$ cat src/rtl/dfdd_frontend.sv
`timescale 1ns/1ps
// dfdd_frontend: converts CHANNELS uint8 samples per beat into packed floats through a
// two-stage pipeline feeding a show-ahead output FIFO with valid/ready handshaking.
module dfdd_frontend #(
  parameter int EXP_WIDTH  = 5,
  parameter int FRAC_WIDTH = 10,
  parameter int CHANNELS   = 2,
  parameter int FIFO_DEPTH = 8,
  localparam int FP_WIDTH_REG = 1 + EXP_WIDTH + FRAC_WIDTH
) (
  input  logic                                clk_i,
  input  logic                                rst_i,
  input  logic [CHANNELS*8-1:0]               pix_i,
  input  logic [15:0]                         col_i,
  input  logic [15:0]                         row_i,
  input  logic                                valid_i,
  output logic                                ready_o,
  output logic [CHANNELS*FP_WIDTH_REG-1:0]    fp_o,
  output logic [15:0]                         col_o,
  output logic [15:0]                         row_o,
  output logic                                valid_o,
  input  logic                                ready_i,
  output logic [$clog2(FIFO_DEPTH):0]         level_o
);

  localparam int AW      = $clog2(FIFO_DEPTH);
  localparam int BIAS    = (1 << (EXP_WIDTH - 1)) - 1;
  localparam int FP_ALL  = CHANNELS * FP_WIDTH_REG;
  localparam int ENTRY_W = FP_ALL + 32;

  function automatic logic [2:0] msb_idx(input logic [7:0] v);
    logic [2:0] r;
    r = '0;
    for (int b = 0; b < 8; b++) begin
      if (v[b]) r = 3'(b);
    end
    return r;
  endfunction

  // Shifting the MSB up to bit 7 leaves the remaining bits left-aligned; taking the top
  // FRAC_WIDTH bits of {below, zeros} pads or truncates toward zero as needed.
  function automatic logic [FP_WIDTH_REG-1:0] pack_fp(input logic [7:0] pix, input logic [2:0] p);
    logic [6:0]            below;
    logic [FRAC_WIDTH-1:0] frac;
    logic [EXP_WIDTH-1:0]  ex;
    below = 7'(pix << (3'd7 - p));
    frac  = FRAC_WIDTH'({below, {FRAC_WIDTH{1'b0}}} >> 7);
    ex    = EXP_WIDTH'(BIAS + int'(p));
    if (pix == 8'd0) return '0;
    return {1'b0, ex, frac};
  endfunction

  logic                     w_accept;
  logic [CHANNELS*3-1:0]    w_p;
  logic [FP_ALL-1:0]        w_fp;
  logic                     w_push;
  logic                     w_pop;
  logic [AW+1:0]            w_reserved;
  logic [ENTRY_W-1:0]       w_head;

  logic                     r_s1_valid;
  logic [CHANNELS*8-1:0]    r_s1_pix;
  logic [CHANNELS*3-1:0]    r_s1_p;
  logic [15:0]              r_s1_col;
  logic [15:0]              r_s1_row;
  logic                     r_s2_valid;
  logic [FP_ALL-1:0]        r_s2_fp;
  logic [15:0]              r_s2_col;
  logic [15:0]              r_s2_row;
  logic [ENTRY_W-1:0]       r_mem [FIFO_DEPTH];
  logic [AW-1:0]            r_wr_ptr;
  logic [AW-1:0]            r_rd_ptr;
  logic [AW:0]              r_count;

  // Entries still in the pipeline already own a FIFO slot, so S1/S2 never need to stall.
  assign w_reserved = (AW+2)'(r_count) + (AW+2)'(r_s1_valid) + (AW+2)'(r_s2_valid);
  assign ready_o    = w_reserved < (AW+2)'(FIFO_DEPTH);
  assign w_accept   = valid_i && ready_o;

  always_comb begin
    w_p = '0;
    for (int k = 0; k < CHANNELS; k++) begin
      w_p[3*k +: 3] = msb_idx(pix_i[8*k +: 8]);
    end
  end

  always_comb begin
    w_fp = '0;
    for (int k = 0; k < CHANNELS; k++) begin
      w_fp[FP_WIDTH_REG*k +: FP_WIDTH_REG] = pack_fp(r_s1_pix[8*k +: 8], r_s1_p[3*k +: 3]);
    end
  end

  always_ff @(posedge clk_i) begin
    if (rst_i) begin
      r_s1_valid <= 1'b0;
      r_s2_valid <= 1'b0;
    end else begin
      r_s1_valid <= w_accept;
      r_s2_valid <= r_s1_valid;
    end
  end

  always_ff @(posedge clk_i) begin
    if (w_accept) begin
      r_s1_pix <= pix_i;
      r_s1_p   <= w_p;
      r_s1_col <= col_i;
      r_s1_row <= row_i;
    end
    if (r_s1_valid) begin
      r_s2_fp  <= w_fp;
      r_s2_col <= r_s1_col;
      r_s2_row <= r_s1_row;
    end
  end

  assign w_push = r_s2_valid;
  assign w_pop  = valid_o && ready_i;

  always_ff @(posedge clk_i) begin
    if (w_push) r_mem[r_wr_ptr] <= {r_s2_fp, r_s2_col, r_s2_row};
  end

  always_ff @(posedge clk_i) begin
    if (rst_i) begin
      r_wr_ptr <= '0;
      r_rd_ptr <= '0;
      r_count  <= '0;
    end else begin
      if (w_push) r_wr_ptr <= r_wr_ptr + AW'(1);
      if (w_pop)  r_rd_ptr <= r_rd_ptr + AW'(1);
      case ({w_push, w_pop})
        2'b10:   r_count <= r_count + (AW+1)'(1);
        2'b01:   r_count <= r_count - (AW+1)'(1);
        default: r_count <= r_count;
      endcase
    end
  end

  // Outputs read as zero while empty so reset leaves a clean, defined head.
  assign w_head  = r_mem[r_rd_ptr];
  assign valid_o = (r_count != '0);
  assign level_o = r_count;
  assign {fp_o, col_o, row_o} = valid_o ? w_head : '0;

endmodule

$ cat config.mk
export PLATFORM = sky130hd
export DESIGN_NAME = dfdd_frontend
export DESIGN_NICKNAME = d
export VERILOG_FILES = /design/src/rtl/dfdd_frontend.sv
export SDC_FILE = /design/constraint.sdc
export NUM_CORES = 1
export LEC_CHECK = 0
export CAP_MARGIN = 20
export CORE_MARGIN = 2
export CORE_UTILIZATION = 55
export CTS_CLUSTER_SIZE = 20
export DETAILED_ROUTE_END_ITERATION = 8
export PLACE_DENSITY = 0.72
export SETUP_SLACK_MARGIN = 0.1
export SYNTH_ARGS = -nofsm -noshare
export SYNTH_HDL_FRONTEND = slang
export SYNTH_SLANG_ARGS = --single-unit
$ cat constraint.sdc
create_clock -name clk_i -period 5.5 [get_ports clk_i]
set_input_delay 1.1 -clock clk_i [delete_from_list [all_inputs] [get_ports clk_i]]
set_output_delay 1.1 -clock clk_i [all_outputs]
set_load 0.1 [all_outputs]
Word-level counts from Yosys, hierarchy flattened
Memory sizes are Yosys's and may differ from the RTL's. A register that Yosys moved wholly into a read port is not among the register bits.
Cells that the tools add are included.
W data, S select, Z words.
{"block": "classes", "n_shift": 2, "n_lt_le_gt_ge": 1, "reduce_logical": 10, "n_eq_ne": 2, "muxes": 24, "addsub": 10}
{"cell": "$mux W64", "n": 1}
{"cell": "$mux W15", "n": 4}
{"cell": "$logic_not A8 Y1", "n": 2}
{"cell": "$shl A8 B3 Y7", "n": 2}
{"cell": "$mux W2", "n": 6}
{"cell": "$mux W3", "n": 4}
{"cell": "$add A4 B3 Y5 const A", "n": 2}
{"cell": "$mux W1", "n": 8}
{"cell": "$pmux W4 S2", "n": 1}
{"cell": "$reduce_or A4 Y1", "n": 2}
{"cell": "$add A3 B1 Y3 const B", "n": 2}
{"cell": "$sub A3 B3 Y3 const A", "n": 2}
{"cell": "$add A4 B1 Y5", "n": 1}
{"cell": "$add A5 B1 Y5", "n": 1}
{"cell": "$lt A5 B4 Y1 const B", "n": 1}
{"cell": "$add A4 B1 Y4 const B", "n": 1}
{"cell": "$reduce_bool A4 Y1", "n": 1}
{"cell": "$reduce_or A2 Y1", "n": 2}
{"cell": "$sub A4 B1 Y4 const B", "n": 1}
{"cell": "$eq A2 B1 Y1 const B", "n": 1}
{"cell": "$eq A2 B2 Y1 const B", "n": 1}
{"cell": "$logic_and A1 B1 Y1", "n": 2}
{"cell": "$reduce_bool A2 Y1", "n": 1}
{"block": "totals", "ram_bits": 448, "register_bits": 122, "output_inout_bits": 70, "wordCells": 67, "mem_count": 1, "inputBits": 52}
{"memory": "r_mem", "depth": 8, "word_bits": 56, "read_ports": 1, "rd_clocked_by_memory_dff": 1, "wr": 1, "line": "70", "source": "logic [ENTRY_W-1:0] r_mem [FIFO_DEPTH];"}

Depth between registers and ports, before layout
{"block": "depth", "word_depth": 6, "mapped_depth": 12, "depth_no_buf": 10}

Least setup slack after synthesis
OpenSTA, ideal clock, no wires.
{"block": "synth_timing", "path_kind": "register -> register", "from": "reg r_count[0] (netlist: level_o[0])", "to": "reg r_s1_col[0], enable pin", "setup_time_ps": 417, "path_stages_with_launch": 5, "path_slack_ps": 415, "required_time_ps": 5083, "arrival_ps": 4668, "period_less_slack_ps": 5085, "path_buffers": 0, "cell_sequence": "dfxtp_1 -> ha_1 -> a21o_1 -> a31oi_1 -> and2_1"}
{"block": "synth_via", "elab_chain_cells": 4}
{"element": "from (decl)", "line": "73", "source": "logic [AW:0] r_count;"}
{"element": "from (signal assigned)", "line": "134", "source": "2'b10: r_count <= r_count + (AW+1)'(1);"}
{"element": "from (signal assigned)", "line": "135", "source": "2'b01: r_count <= r_count - (AW+1)'(1);"}
{"element": "from (signal assigned)", "line": "136", "source": "default: r_count <= r_count;"}
{"element": "$add A4 B1 Y5", "line": "76", "source": "assign w_reserved = (AW+2)'(r_count) + (AW+2)'(r_s1_valid) + (AW+2)'(r_s2_valid);"}
{"element": "$add A5 B1 Y5", "line": "76"}
{"element": "$lt A5 B4 Y1", "line": "77", "source": "assign ready_o = w_reserved < (AW+2)'(FIFO_DEPTH);"}
{"element": "named net ready_o", "line": "17", "source": "output logic ready_o,"}
{"element": "$logic_and A1 B1 Y1", "line": "78", "source": "assign w_accept = valid_i && ready_o;"}
{"element": "named net w_accept", "line": "53", "source": "logic w_accept;"}
{"element": "to (signal assigned)", "line": "108", "source": "r_s1_col <= col_i;"}
{"element": "to (decl)", "line": "64", "source": "logic [15:0] r_s1_col;"}
The timed path passes the listed nets, and every way through them passes these cells.
A chain may end at the register's enable or synchronous reset.

==> impl_metrics.toml <==
[layout]
num-fill-cells = 2523
multi_input_area_sq_um = 4350
n_antenna_cell = 0
design_area_sq_um = 25300
layout-drive-gt1-share_pct = 19.7
area_delta_synth_final_pct = 16.6
nets = 1223
regArea_sq_um = 17100

[placement]
place_hpwl_mm = 21.1
dpl_cell_area_sq_um = 23400
io_buffers = 113
gp_congestion = 0.742

[clock_network]
cts_made_buffers = 55
clk_pin_slew_ns = 0.06
cts_resized = 0
clock_sinks = 573
cts_tree = "done"
cts_setup_buffers = 0
cts_hold_buf = 0
htree_levels = 2
worstSkewPairLatency_ns = 0.59
cts_max_path_buffers = 3
root_buffer = "clkbuf_16"

[sta]
relSlewSlack_pct = 31.5
rsz0062_at_grt = "false"
min_period_ns = 4.55
hold_slack_ns = 0.421
drv_slew = 0
clock_skew_ns = 0.00983
hold_viol = 0
fmax_ghz = 0.220
post-route-period-util_pct = 82.7
setup_tns_ns = 0
setup_viol = 0
tightest_slew_ns = 1.03

[yosys]
syn_area_sq_um = 21700
synth_edf_count = 558
yosysWarnings = 0
synth_top_area_share_pct = 77.3
synth_commonest_cells = "edfxtp_1 (558), mux4_2 (112), nor2_1 (96), mux2i_1 (65), nand2_1 (21)"
syn_inst = 1015
yosysMostFrequentCell = "edfxtp_1"
ys_ff_latch = 573
synthTopCellsByArea = "edfxtp_1 (77%), mux4_2 (12%), mux2i_1 (3.0%)"
synthDistinctLibCells = 38
synth_top_area_cell = "edfxtp_1"
synth-async-reset-ratio_pct = 0
synth_area_per_cell_sq_um = 21.4
ys.flop_type = "edfxtp_1"
ys_seq_area_share_pct = 78.7

[drt]
dr.pass1.iters = 4
drtAntennaViolNets = 0
vias = 9839
drt-total-wl_mm = 39.9
dr.first_iter.drc_count = 866
drc = 0
post_drt_wl_per_cell_microns = 23.2
viasPerCell = 5.71

[power_and_ir_drop]
p_seq_share_pct = 41.2
pwr-share-clk_pct = 30.3
p_int_mw = 8.20
vdd_drop_max_uv = 519
p_leak_nw = 7.91
p_comb_share_pct = 28.6
p_sw_mw = 4.18
pwr_density_cell_nw_per_um2 = 490
p_sw_share_pct = 33.8

[global_routing]
busiest_layer = "met2"
grt_overflow_total = 0
grt_pass1_vias = 10100
use_met1_pct = 27.3
met3_usage_pct = 3.43
grt_first_pass_wirelength_mm = 60.0
grt_max_degree = 58
antenna_found_initial = 0
track_usage_pct = 19.9
met2_usage_pct = 33.1

[critical_path]
cp_max_fo = 39
reg2reg_depth = 11
critPathCaptureType = "primary output"
path_class = "flip-flop to primary output"
cp-start-kind = "flip-flop"
crit_buf_inv = 2
worstPathCellList = "buf_12 > mux4_2 > mux2i_1 > nor2_1 > clkdlybuf4s50_1"
worstReg2RegStart = "level_o[0]$_SDFFE_PP0P_"
cp.required_ns = 4.40
cpPeakStageDelay_ns = 0.98
critPathTopFamily = "buffers and inverters"
rrSetupSlack_ns = 2.51
rr_endpoint = "level_o[2]$_SDFFE_PP0P_"
cp_num_cells = 5
cp_slowest_cell = "clkdlybuf4s50_1"
critPathCapture = "fp_o[26]"
crit_arrival_ns = 3.45

[floorplan]
fp.dieH_microns = 203
dieWidth_microns = 203
rows = 72
start_util_pct = 55.9
io_pins = 122
coreArea_sq_um = 38700
die_area_sq_um = 41000

[min_path]
hp-class = "flip-flop to flip-flop"

[run_status]
run_status = "finished clean"

[flow_run]
max-cap-violations = 0
[how the worst min path moves through the flow]
stage | end | from | slack, ns | cells after the start
final | r_s2_row[10]$_DFFE_PP_ | r_s1_row[10]$_DFFE_PP_ | 0.42 | 0
after global routing | r_s2_col[3]$_DFFE_PP_ | r_s1_col[3]$_DFFE_PP_ | 0.43 | 0
after CTS | r_s2_row[10]$_DFFE_PP_ | r_s1_row[10]$_DFFE_PP_ | 0.42 | 0
after detailed placement | r_s2_row[10]$_DFFE_PP_ | r_s1_row[10]$_DFFE_PP_ | 0.40 | 0
after global placement | r_s2_col[3]$_DFFE_PP_ | r_s1_col[3]$_DFFE_PP_ | 0.40 | 0
after floorplan | r_s2_col[0]$_DFFE_PP_ | r_s1_col[0]$_DFFE_PP_ | 0.40 | 0
[per-layer routing]
layer | routed length (microns) | part of all wire (%)
met3 | 2450 | 6.1
met1 | 16700 | 42
met4 | 732 | 1.8
met5 | 0 | 0
met2 | 20100 | 50
[layout make-up]
type,count,area share (%)
flip-flops and latches,573,67.5
multi-input cells,387,17.2
clock buffers,62,5.72
repair buffers,134,5.38
well taps,518,2.56
clock inverters,40,1.46
inverters,10,0.149
[sequential cells by signal, indices dropped and copies added (netlist names), named ones only]
signal      count
r_s2_col       16
r_wr_ptr        3
r_s1_valid      1
r_s2_fp        24
r_s1_col       16
r_s2_valid      1
r_s1_p          6
level_o         4
r_s1_pix       16
r_rd_ptr        3
r_s2_row       16
r_s1_row       16
r_mem         448
[through the flow]
step | util, % | total power [mW] | std cells | setup slack, ns
finish | 65.2 | 12.4 | 1724 | 0.950
CTS | 65.2 | 12.5 | 1723 | 0.869
floorplan | - | 7.98 | 1022 | 0.415
global route | 65.2 | 12.8 | 1724 | 0.806
global placement | 60.5 | 8.74 | 1621 | 1.51
detailed placement | 60.5 | 8.76 | 1621 | 1.54
[logic make-up after synthesis]
group | after synthesis | share of synthesized area (%)
DFF | 573 | 78.7
muxes | 184 | 15.0
and+or+nand+nor | 150 | 3.03
buffers and inverters | 62 | 1.64
AOI/OAI and AO/OA | 28 | 0.756
adders and majority gates | 10 | 0.577
xor gates and xnor gates | 7 | 0.283
other | 1 | 0.0173
[cells in the final DEF, fill, tap and decap left out, types with 7 or more instances in the layout]
cell type,netlist,final
clkinv_1,0,14
nor2b_1,7,7
nor2_1,96,90
conb_1,1,8
inv_1,9,9
mux2i_1,65,65
mux4_2,112,112
clkbuf_16,0,57
edfxtp_1,558,558
ha_1,10,10
nand3_1,7,7
o21ai_0,10,10
dfxtp_1,15,11
buf_4,8,16
bufinv_16,0,7
nand2_1,21,21
clkdlybuf4s50_1,0,113
clkinv_2,0,15
[power by group through the flow]
stage | sequential (mW) | combinational (mW) | clock [mW]
floorplan | 5.17 | 2.81 | 0
global placement | 5.18 | 3.56 | 0
detailed placement | 5.19 | 3.57 | 0
CTS | 5.10 | 3.59 | 3.82
global route | 5.11 | 3.69 | 3.99
finish | 5.09 | 3.53 | 3.75
No activity file was read; power rests on OpenSTA's default activity.
